<file path="src/rtl/qsn_layer_sched.sv">
// Schedules quasi-cyclic shift network beats from a small programmable base-matrix table.
// Walks the table for a number of iterations, skips null entries and issues beats over valid/ready.
module qsn_layer_sched #(
  parameter int unsigned LIFTING_FACTOR = 4,
  parameter int unsigned SHIFT_WIDTH    = 2,
  parameter int unsigned NUM_ENTRIES    = 8,
  parameter int unsigned ADDR_WIDTH     = 3,
  parameter int unsigned COL_WIDTH      = 3,
  parameter int unsigned ITER_WIDTH     = 4
) (
  input  logic                   clk,
  input  logic                   rst_n,
  input  logic                   cfg_we,
  input  logic [ADDR_WIDTH-1:0]  cfg_addr,
  input  logic [COL_WIDTH-1:0]   cfg_col,
  input  logic [SHIFT_WIDTH-1:0] cfg_shift,
  input  logic                   cfg_null,
  input  logic [ADDR_WIDTH:0]    cfg_len,
  input  logic [ITER_WIDTH-1:0]  iterations,
  input  logic                   start,
  input  logic                   abort,
  output logic                   out_valid,
  input  logic                   out_ready,
  output logic [SHIFT_WIDTH-1:0] qsn_shift,
  output logic [COL_WIDTH-1:0]   out_col,
  output logic                   out_last,
  output logic [ITER_WIDTH-1:0]  iter_idx,
  output logic                   busy,
  output logic                   done
);

  localparam int unsigned LEN_WIDTH = ADDR_WIDTH + 1;

  typedef enum logic [1:0] {S_IDLE, S_RUN, S_DONE} state_e;

  state_e                 state_q, state_d;
  logic [COL_WIDTH-1:0]   tbl_col_q   [NUM_ENTRIES];
  logic [COL_WIDTH-1:0]   tbl_col_d   [NUM_ENTRIES];
  logic [SHIFT_WIDTH-1:0] tbl_shift_q [NUM_ENTRIES];
  logic [SHIFT_WIDTH-1:0] tbl_shift_d [NUM_ENTRIES];
  logic [NUM_ENTRIES-1:0] tbl_null_q, tbl_null_d;

  logic [ADDR_WIDTH-1:0]  ptr_q, ptr_d;
  logic [ITER_WIDTH-1:0]  iter_cnt_q, iter_cnt_d;
  logic [LEN_WIDTH-1:0]   len_q, len_d;
  logic [ITER_WIDTH-1:0]  iter_lim_q, iter_lim_d;
  logic                   scan_done_q, scan_done_d;

  logic                   out_valid_q, out_valid_d;
  logic [SHIFT_WIDTH-1:0] qsn_shift_q, qsn_shift_d;
  logic [COL_WIDTH-1:0]   out_col_q, out_col_d;
  logic                   out_last_q, out_last_d;
  logic [ITER_WIDTH-1:0]  iter_idx_q, iter_idx_d;
  logic                   busy_q, busy_d;
  logic                   done_q, done_d;

  logic                   more_nonnull;
  logic                   wrap;
  logic                   last_iter;

  // Table writes, accepted only while idle; shifts folded into the legal range.
  always_comb begin
    tbl_col_d   = tbl_col_q;
    tbl_shift_d = tbl_shift_q;
    tbl_null_d  = tbl_null_q;
    if (cfg_we && (state_q == S_IDLE)) begin
      tbl_col_d[cfg_addr]   = cfg_col;
      tbl_shift_d[cfg_addr] = SHIFT_WIDTH'(32'(cfg_shift) % LIFTING_FACTOR);
      tbl_null_d[cfg_addr]  = cfg_null;
    end
  end

  // Any non-null entry left beyond ptr within the active length?
  always_comb begin
    more_nonnull = 1'b0;
    for (int i = 0; i < NUM_ENTRIES; i++) begin
      if ((i > int'(ptr_q)) && (i < int'(len_q)) && !tbl_null_q[i]) begin
        more_nonnull = 1'b1;
      end
    end
  end

  assign wrap      = (({1'b0, ptr_q} + LEN_WIDTH'(1)) == len_q);
  assign last_iter = (iter_cnt_q == (iter_lim_q - ITER_WIDTH'(1)));

  always_comb begin
    state_d     = state_q;
    ptr_d       = ptr_q;
    iter_cnt_d  = iter_cnt_q;
    len_d       = len_q;
    iter_lim_d  = iter_lim_q;
    scan_done_d = scan_done_q;
    out_valid_d = out_valid_q;
    qsn_shift_d = qsn_shift_q;
    out_col_d   = out_col_q;
    out_last_d  = out_last_q;
    iter_idx_d  = iter_idx_q;
    done_d      = 1'b0;

    case (state_q)
      S_IDLE: begin
        if (start) begin
          ptr_d       = '0;
          iter_cnt_d  = '0;
          iter_idx_d  = '0;
          scan_done_d = 1'b0;
          len_d       = (cfg_len > LEN_WIDTH'(NUM_ENTRIES)) ? LEN_WIDTH'(NUM_ENTRIES) : cfg_len;
          iter_lim_d  = iterations;
          if ((cfg_len == '0) || (iterations == '0)) begin
            state_d = S_DONE;
            done_d  = 1'b1;
          end else begin
            state_d = S_RUN;
          end
        end
      end
      S_RUN: begin
        if (abort) begin
          state_d     = S_DONE;
          out_valid_d = 1'b0;
          out_last_d  = 1'b0;
          done_d      = 1'b1;
        end else if (!(out_valid_q && !out_ready)) begin
          // Free cycle: the pending beat (if any) transfers, scan the next entry.
          out_valid_d = 1'b0;
          out_last_d  = 1'b0;
          if (scan_done_q) begin
            state_d = S_DONE;
            done_d  = 1'b1;
          end else begin
            iter_idx_d = iter_cnt_q;
            if (!tbl_null_q[ptr_q]) begin
              out_valid_d = 1'b1;
              qsn_shift_d = tbl_shift_q[ptr_q];
              out_col_d   = tbl_col_q[ptr_q];
              out_last_d  = !more_nonnull;
            end
            if (wrap) begin
              ptr_d      = '0;
              iter_cnt_d = iter_cnt_q + ITER_WIDTH'(1);
              if (last_iter) begin
                scan_done_d = 1'b1;
              end
            end else begin
              ptr_d = ptr_q + ADDR_WIDTH'(1);
            end
          end
        end
      end
      S_DONE: begin
        state_d     = S_IDLE;
        out_valid_d = 1'b0;
        out_last_d  = 1'b0;
      end
      default: begin
        state_d = S_IDLE;
      end
    endcase

    busy_d = (state_d != S_IDLE);
  end

  always_ff @(posedge clk or negedge rst_n) begin
    if (!rst_n) begin
      state_q     <= S_IDLE;
      tbl_null_q  <= '1;
      ptr_q       <= '0;
      iter_cnt_q  <= '0;
      len_q       <= '0;
      iter_lim_q  <= '0;
      scan_done_q <= 1'b0;
      out_valid_q <= 1'b0;
      qsn_shift_q <= '0;
      out_col_q   <= '0;
      out_last_q  <= 1'b0;
      iter_idx_q  <= '0;
      busy_q      <= 1'b0;
      done_q      <= 1'b0;
      for (int i = 0; i < NUM_ENTRIES; i++) begin
        tbl_col_q[i]   <= '0;
        tbl_shift_q[i] <= '0;
      end
    end else begin
      state_q     <= state_d;
      tbl_null_q  <= tbl_null_d;
      ptr_q       <= ptr_d;
      iter_cnt_q  <= iter_cnt_d;
      len_q       <= len_d;
      iter_lim_q  <= iter_lim_d;
      scan_done_q <= scan_done_d;
      out_valid_q <= out_valid_d;
      qsn_shift_q <= qsn_shift_d;
      out_col_q   <= out_col_d;
      out_last_q  <= out_last_d;
      iter_idx_q  <= iter_idx_d;
      busy_q      <= busy_d;
      done_q      <= done_d;
      for (int i = 0; i < NUM_ENTRIES; i++) begin
        tbl_col_q[i]   <= tbl_col_d[i];
        tbl_shift_q[i] <= tbl_shift_d[i];
      end
    end
  end

  assign out_valid = out_valid_q;
  assign qsn_shift = qsn_shift_q;
  assign out_col   = out_col_q;
  assign out_last  = out_last_q;
  assign iter_idx  = iter_idx_q;
  assign busy      = busy_q;
  assign done      = done_q;

endmodule

</file>
<file path="config.mk">
export PLATFORM = sky130hd
export DESIGN_NAME = qsn_layer_sched
export DESIGN_NICKNAME = d
export VERILOG_FILES = /design/src/rtl/qsn_layer_sched.sv
export SDC_FILE = /design/constraint.sdc
export NUM_CORES = 1
export LEC_CHECK = 0
export ABC_AREA = 1
export CAP_MARGIN = 25
export CORE_ASPECT_RATIO = 0.5
export CORE_MARGIN = 2
export CORE_UTILIZATION = 50
export DETAILED_ROUTE_END_ITERATION = 7
export PLACE_DENSITY = 0.81
export RECOVER_POWER = 50
export SLEW_MARGIN = 30
export SYNTH_ARGS = -nofsm -noshare
export SYNTH_HDL_FRONTEND = slang
export SYNTH_SLANG_ARGS = --single-unit
export TNS_END_PERCENT = 50
</file>
<file path="constraint.sdc">
create_clock -name clk -period 4.7 [get_ports clk]
set_input_delay 0.94 -clock clk [delete_from_list [all_inputs] [get_ports clk]]
set_output_delay 0.94 -clock clk [all_outputs]
set_load 0.01 [all_outputs]
</file>
==> Yosys cells after proc, flatten, opt, wreduce, memory -nomap -nowiden <==
Cells that the tools add are included.
{ "totals": {"inputBits": 23, "reg_bits": 79, "n_memories": 0, "ramBits": 0, "elab_cells": 181, "rom_bits": 0, "latch_bits": 0, "out_inout_bits": 13} }
{ "op_classes": {"n_addsub": 4, "n_shift": 0, "bitwise_logic": 6, "muxes": 70, "reduce_logical": 40, "n_div": 0, "mul": 0, "n_eq_ne": 10, "magnitude_cmp": 21} }
{ "ops": {"columns": ["operator", "n"], "rows": [
  ["2-to-1 mux 4 bit", 9],
  ["2-to-1 mux 1 bit", 28],
  ["bitwise mux 24 bit", 1],
  ["2-to-1 mux 3 bit", 8],
  ["logical AND 1 bit", 18],
  ["bitwise mux 16 bit", 1],
  ["less-than comparator 3 x 4 -> 1 bit, first input constant", 4],
  ["2-to-1 mux 2 bit", 8],
  ["case mux 4 bit (2 select lines)", 2],
  ["greater-than comparator 3 bit, first input constant", 4],
  ["!= test 2 bit, second input constant", 5],
  ["AND reduction 5 bit", 2],
  ["binary-select mux 3 bit (select 3 bit)", 1],
  ["demux 3 bit (select 3 bit)", 1],
  ["zero test 1 bit", 9],
  ["bitwise mux 8 bit", 1],
  ["== test 4 bit", 2],
  ["greater-or-equal comparator 4 bit, second input constant", 2],
  ["zero test 4 bit", 2],
  ["less-than comparator 2 x 4 -> 1 bit, first input constant", 2],
  ["less-than comparator 3 x 4 -> 1 bit, second input constant", 2],
  ["inverter 3 -> 4 bit", 2],
  ["case mux 1 bit (2 select lines)", 4],
  ["binary-select mux 2 bit (select 3 bit)", 1],
  ["25 further kinds", 32]
]} }

==> Depth between registers and ports, before layout <==
Gate-level depths: netlist (run 1).
{ "depth": {"word_depth": 16, "mapped_depth": 11, "ltp_nobuf": 10} }

==> Worst setup path after synthesis (run 1) <==
Ideal clock, no wire load.
{ "synth_path": {"path_kind": "register to register", "startpoint": "register ptr_q[0]", "endpoint": "register iter_cnt_q[2]", "n_path_buf": 1, "stages_incl_launch_ff": 10, "t_arrival_ns": 1.765, "period_less_slack_ns": 1.882, "setup_time_ns": 0.117, "slack_ns": 2.818, "t_required_ns": 4.583, "path_cell_list": "dfrtp_1 inv_2 clkbuf_1 ha_1 nand2_1 nand4_1 o21ai_2 nand2_1 nand2_1 nand2_1"} }
{ "synth_via": {"elab_chain_len": 4} }
{ "synth_rtl": {"columns": ["element", "line_no", "text"], "rows": [
  ["start, declared", "43", "logic [ADDR_WIDTH-1:0] ptr_q, ptr_d;"],
  ["start signal, assigned", "186", "ptr_q <= ptr_d;"],
  ["adder 3 x 1 -> 4 bit", "83", "assign wrap = (({1'b0, ptr_q} + LEN_WIDTH'(1)) == len_q);"],
  ["== test 4 bit", "83", null],
  ["!= test 2 bit (no line)", null, null],
  ["AND reduction 6 bit (no line)", null, null],
  ["end signal, assigned", "187", "iter_cnt_q <= iter_cnt_d;"],
  ["end, declared", "44", "logic [ITER_WIDTH-1:0] iter_cnt_q, iter_cnt_d;"]
]} }
Every way passes these cells.
A chain may end at the register's enable or synchronous reset.

==> Worst setup path after layout (run 1) <==
{ "layout_path": {"startpoint": "input start", "endpoint": "register len_q[1]"} }
{ "layout_via": {"elab_chain_len": 1} }
{ "layout_rtl": {"columns": ["element", "line_no", "text"], "rows": [
  ["start, declared", "20", "input logic start,"],
  ["AND reduction 2 bit (no line)", null, null],
  ["end signal, assigned", "188", "len_q <= len_d;"],
  ["end, declared", "45", "logic [LEN_WIDTH-1:0] len_q, len_d;"]
]} }
Every way passes these cells.

==> results.toml, run 1 <==
[placement]
place_area_um2 = 4415
dpl.cell_count = 639
place_ws_ns = 2.044
port_buffers = 35
detailed_place_hpwl_um = 6291
gp_congestion = 0.8915

[power]
ir_drop_v = 0.0002404
power_density_nw_per_um2 = 607.3
leakagePower_nw = 2.260
p_total_mw = 2.858

[route]
antenna_left = 0
routedWlPerCell_um = 13.87
first_pass_iters = 5
wirelength_um = 9085
drc = 0
vias = 3433
drt_iter0_markers = 258
routed_via_density = 5.241

[sta]
worst_slack_ns = 2.225
slew_viol_final = 80
hold_slack_ns = 0.4798
finalHoldViolations = 0
setup_tns_ns = 0
slew_headroom_pct = -27.93
period_share_pct = 52.67
fmax_mhz = 404.0
rsz0062_at_grt = "false"
worst_slew_pin_slew_ns = 1.919
finClkSkew_ns = 0.008977
period_needed_ns = 2.475
final-setup-viol-count = 0

[setup_path]
start_kind = "input port"
crit_required_ns = 4.95
worstPathArrival_ns = 2.73
critical_path_class = "input port to flip-flop"
path_max_fanout = 14
end_kind = "flip-flop"

[global_route]
grt_pass1_wl_um = 15400
overflow = 0
grt_start_max_net_pins = 80
antenna_found_initial = 0
grt_pass1_vias = 3287
grt_usage_pct = 23.08

[finish]
drive_above_1_share_pct = 9.024
utilization_pct = 59.48
design_area_um2 = 4707
fin_nets = 567
antennaDiodeCount = 0
syn_to_final_growth_pct = 16.76
final-instance-count-excl-fill = 655
fillers = 707

[clocking]
numClockSinks = 79
cts_tree = "yes"
clock-root-buffer = "clkbuf_16"
path_clk_slew_ns = 0.06
worst_skew_pair.late_latency_ns = 0.34
clock_path_buffers = 2
cts_buffers = 9
cts.repair.resized = 0
htreeDepth = 3
post-cts-setup-buffers = 0
cts_hold_buffers = 0

[floorplan]
core_area_um2 = 7914
die_w_um = 131.0
die-area_um2 = 8841
num_rows = 23
initial_core_util_pct = 50.94
io_pins = 36
die_h_um = 67.50

[logic_synthesis]
syn_inst = 508
async_reset_ff_share_pct = 100.0
ys.flop_type = "dfrtp_1"
synth_seq_cells = 79
yosys.area.top_type_share_pct = 44.07
yosysSeqAreaShare_pct = 49.29
syn_nets = 537
synth_edf_count = 0
syn_avg_cell_area_um2 = 7.936
ys_types = 28
synth.most_common_cell = "nand2_1"
ys.warnings.count = 0
yosys-top-cells-count = "nand2_1, dfrtp_1, inv_1"
yosys.area.top_type = "dfrtp_1"
synth.cell_area_um2 = 4031
ys_top_cells_by_area = "dfrtp_1, nand2_1, inv_1"

[outcome]
status = "complete, but fails checks"
violations = "max-capacitance violations, max-slew violations"

[flow_run]
maxCapViolCount = 1

[min_path]
worstHoldPathType = "flip-flop to flip-flop"
-- power breakdown --
group | total [mW] | switching [mW] | internal, mW
Sequential | 1.17 | 0.177 | 0.989
Combinational | 1.01 | 0.626 | 0.381
Clock | 0.685 | 0.270 | 0.415
-- cells by family after synthesis --
family	count (synthesis)	share of synthesized area [%]
fa+ha+maj	6	1.862
simple gates	234	24.92
xor+xnor	2	0.4346
compound gates	105	14.68
flops	79	49.29
buf+inv	82	8.814
-- routing by layer --
metal / share of wire [%] / vias up / GRT usage (%)
li1: - / 1705 / -
met1: 47 / 1615 / 29.23
met2: 46 / 95 / 37.63
met3: 4.8 / 18 / 5.784
met4: 2.2 / 0 / 11.30
met5: 0 / - / 0
-- worst paths after layout --
check	start	to	slack [ns]	depth (start not counted)
max	start	len_q[1]$_DFFE_PN0P_	2.22	7
min	iter_idx[1]$_DFFE_PN0P_	iter_idx[1]$_DFFE_PN0P_	0.48	2
max reg2reg	ptr_q[0]$_DFFE_PN0P_	iter_cnt_q[3]$_DFFE_PN0P_	2.42	10
min reg2reg	iter_idx[1]$_DFFE_PN0P_	iter_idx[1]$_DFFE_PN0P_	0.48	2
max in group asynchronous	rst_n	iter_cnt_q[0]$_DFFE_PN0P_	2.43	1
min in group asynchronous	rst_n	iter_idx[0]$_DFFE_PN0P_	1.13	1
-- cell usage in the layout, fill, tap and decap left out, drive strengths merged --
| cell | netlist | final |
|---|---|---|
| o22ai | 11 | 11 |
| nand3 | 20 | 20 |
| inv | 65 | 65 |
| nand2 | 143 | 143 |
| ha | 6 | 6 |
| dfrtp | 71 | 71 |
| clkdlybuf4s50 | 0 | 33 |
| nand4 | 13 | 13 |
| clkinv | 0 | 1 |
| o211ai | 3 | 3 |
| nor3 | 3 | 3 |
| clkinvlp | 0 | 1 |
| nor2 | 54 | 54 |
| clkbuf | 3 | 15 |
| o21ai | 83 | 83 |
| a21oi | 8 | 8 |
| buf | 14 | 1 |
| or2 | 1 | 1 |
| xor2 | 2 | 2 |
| dfstp | 8 | 8 |
| dlygate4sd3 | 0 | 1 |
-- critical path, cell delays in order --
cell,delay (ns)
dlygate4sd3_1,0.52
inv_1,0.06
nor2_1,0.62
inv_1,0.17
nor2_1,0.20
inv_1,0.08
o22ai_1,0.13
-- state kept, by name, indices dropped and copies added (netlist names), 2 cells and up --
signal,cells
len_q,4
iter_lim_q,4
iter_cnt_q,4
tbl_null_q,8
qsn_shift,2
iter_idx,4
state_q,2
tbl_col_q,24
tbl_shift_q,16
ptr_q,3
out_col,3
-- area by class of cell --
cell class	count	area, um^2	share of cell area (%)
tap	112	140.1	2.977
clock buffer	14	284.0	6.034
clock inverter	2	12.51	0.2658
inverter	65	244.0	5.183
multi-input combinational	347	1687	35.83
sequential	79	1987	42.21
timing repair buffer	36	352.8	7.496
No activity file was read; power rests on OpenSTA's default activity.
==> run 2, diff against run 1 <==
- PLACE_DENSITY: 0.81 -> 0.84
- clock period: 4.7 -> 2.12 ns (I/O delays scaled with it)
==> results.toml, run 2 (synthesis gave the netlist of run 1 again) <==
[sta]
finalHoldViolations = 0
worst_slew_pin_slew_ns = 1.690
rsz0062_at_grt = "false"
worst_slack_ns = 0.2103
period_needed_ns = 1.910
final-setup-viol-count = 0
fmax_mhz = 523.6
slew_viol_final = 33
period_share_pct = 90.08
finClkSkew_ns = 0.004610
setup_tns_ns = 0
hold_slack_ns = 0.4711
slew_headroom_pct = -12.66

[setup_path]
ff2ff_path_depth = 10
worstPathArrival_ns = 2.14
crit_required_ns = 2.35
end_kind = "flip-flop"
rr_endpoint = "iter_cnt_q[3]$_DFFE_PN0P_"
rr_startpoint = "ptr_q[0]$_DFFE_PN0P_"
reg2reg_slack_ns = 0.21
critical_path_class = "flip-flop to flip-flop"
path_max_fanout = 6
start_kind = "flip-flop"

[min_path]
min_from = "tbl_null_q[1]$_DFFE_PN1P_"
worstHoldPathType = "flip-flop to flip-flop"
hold_end = "tbl_null_q[1]$_DFFE_PN1P_"
whs_path_depth = 2

[outcome]
violations = "max-capacitance violations, max-slew violations"
status = "complete, but fails checks"

[floorplan]
io_pins = 36
die-area_um2 = 8841
die_h_um = 67.50
initial_core_util_pct = 50.94
num_rows = 23
die_w_um = 131.0
core_area_um2 = 7914

[power]
ir_drop_v = 0.0005039
power_density_nw_per_um2 = 1344
leakagePower_nw = 2.312

[flow_run]
maxCapViolCount = 1

[clocking]
post-cts-setup-buffers = 0
cts_hold_buffers = 0
clock_path_buffers = 2
clock-root-buffer = "clkbuf_16"
cts.repair.resized = 0
cts_buffers = 9
htreeDepth = 3
numClockSinks = 79
path_clk_slew_ns = 0.05
worst_skew_pair.late_latency_ns = 0.34
cts_tree = "yes"

[route]
drt_iter0_markers = 238
routed_via_density = 5.162
routedWlPerCell_um = 13.55
drc = 0
first_pass_iters = 4
wirelength_um = 9054
vias = 3448
antenna_left = 0

[placement]
port_buffers = 35
place_ws_ns = 0.1521
gp_congestion = 0.9512
detailed_place_hpwl_um = 6461

[finish]
drive_above_1_share_pct = 10.25
mostFrequentLayoutCells = "nand2_1, dfrtp_1, inv_1"
largest_register_ffs = 24
top_regs = "tbl_col_q: 24 flops, tbl_shift_q: 16 flops, tbl_null_q: 8 flops"
antennaDiodeCount = 0
syn_to_final_growth_pct = 19.40
final_common_cell = "nand2_1"
largest-register = "tbl_col_q"
fin_nets = 580

[global_route]
grt_pass1_wl_um = 15570
antenna_found_initial = 0
grt_pass1_vias = 3363
overflow = 0
grt_start_max_net_pins = 49
grt_usage_pct = 23.49
[run 2: layout make-up]
| type | count | area [um^2] |
|---|---|---|
| multi-input cells | 347 | 1684 |
| flip-flops and latches | 79 | 1988 |
| well taps | 112 | 140.1 |
| fillers | 690 | 3100 |
| clock inverters | 2 | 37.54 |
| inverters | 65 | 244.0 |
| repair buffers | 49 | 445.4 |
| clock buffers | 14 | 274.0 |
[run 2: per-stage QoR]
step | cells | total power, mW | area [um^2] | utilization [%]
finish | 668 | 6.469 | 4813 | 60.82
global route | 668 | 6.990 | 4813 | 60.82
CTS | 668 | 6.518 | 4837 | 61.12
detailed placement | 652 | 4.897 | 4526 | 57.19
global placement | 652 | 4.793 | 4526 | 57.19
floorplan | 508 | 4.171 | 4031 | -
[run 2: worst max path at each step]
| stage | from | endpoint | slack [ns] | cells past startpoint |
|---|---|---|---|---|
| finish | ptr_q[0]$_DFFE_PN0P_ | iter_cnt_q[3]$_DFFE_PN0P_ | 0.21 | 10 |
| CTS | ptr_q[1]$_DFFE_PN0P_ | iter_cnt_q[3]$_DFFE_PN0P_ | 0.19 | 10 |
| floorplan | ptr_q[0]$_DFFE_PN0P_ | iter_cnt_q[2]$_DFFE_PN0P_ | 0.24 | 9 |
| detailed placement | abort | ptr_q[0]$_DFFE_PN0P_ | 0.15 | 7 |
| global route | rst_n | tbl_null_q[6]$_DFFE_PN1P_ | 0.05 | 2 |
| global placement | abort | ptr_q[0]$_DFFE_PN0P_ | 0.20 | 7 |
[run 2: worst max-delay path, cell delays in order, from the launching register on]
cell and delay (ns):
dfrtp_1 0.46, ha_1 0.24, ha_1 0.30, inv_1 0.07
nand2_1 0.05, nand2_1 0.06, nand3_1 0.12, o21ai_2 0.22
nand2_1 0.15, nand2_1 0.09, nand2_1 0.05
[run 2: report_power, final]
| part | switching [mW] | total, mW | internal (mW) | leakage, nW |
|---|---|---|---|---|
| clock | 0.578 | 1.59 | 1.01 | 0.149 |
| sequential | 0.400 | 2.59 | 2.19 | 0.987 |
| combinational | 1.40 | 2.29 | 0.890 | 1.18 |
[run 2: per-layer routing]
metal | vias up | GRT usage [%] | part of all wire (%)
met5 | - | 0 | 0
li1 | 1726 | - | -
met3 | 10 | 7.686 | 4.6
met2 | 92 | 41.77 | 50
met4 | 0 | 7.447 | 1.1
met1 | 1620 | 27.44 | 44
==> run 3, diff against run 2 <==
- SLEW_MARGIN: 30 -> default
==> results of run 3 <==
Same layout as run 2: the final DEF is identical, and so are final timing and power.
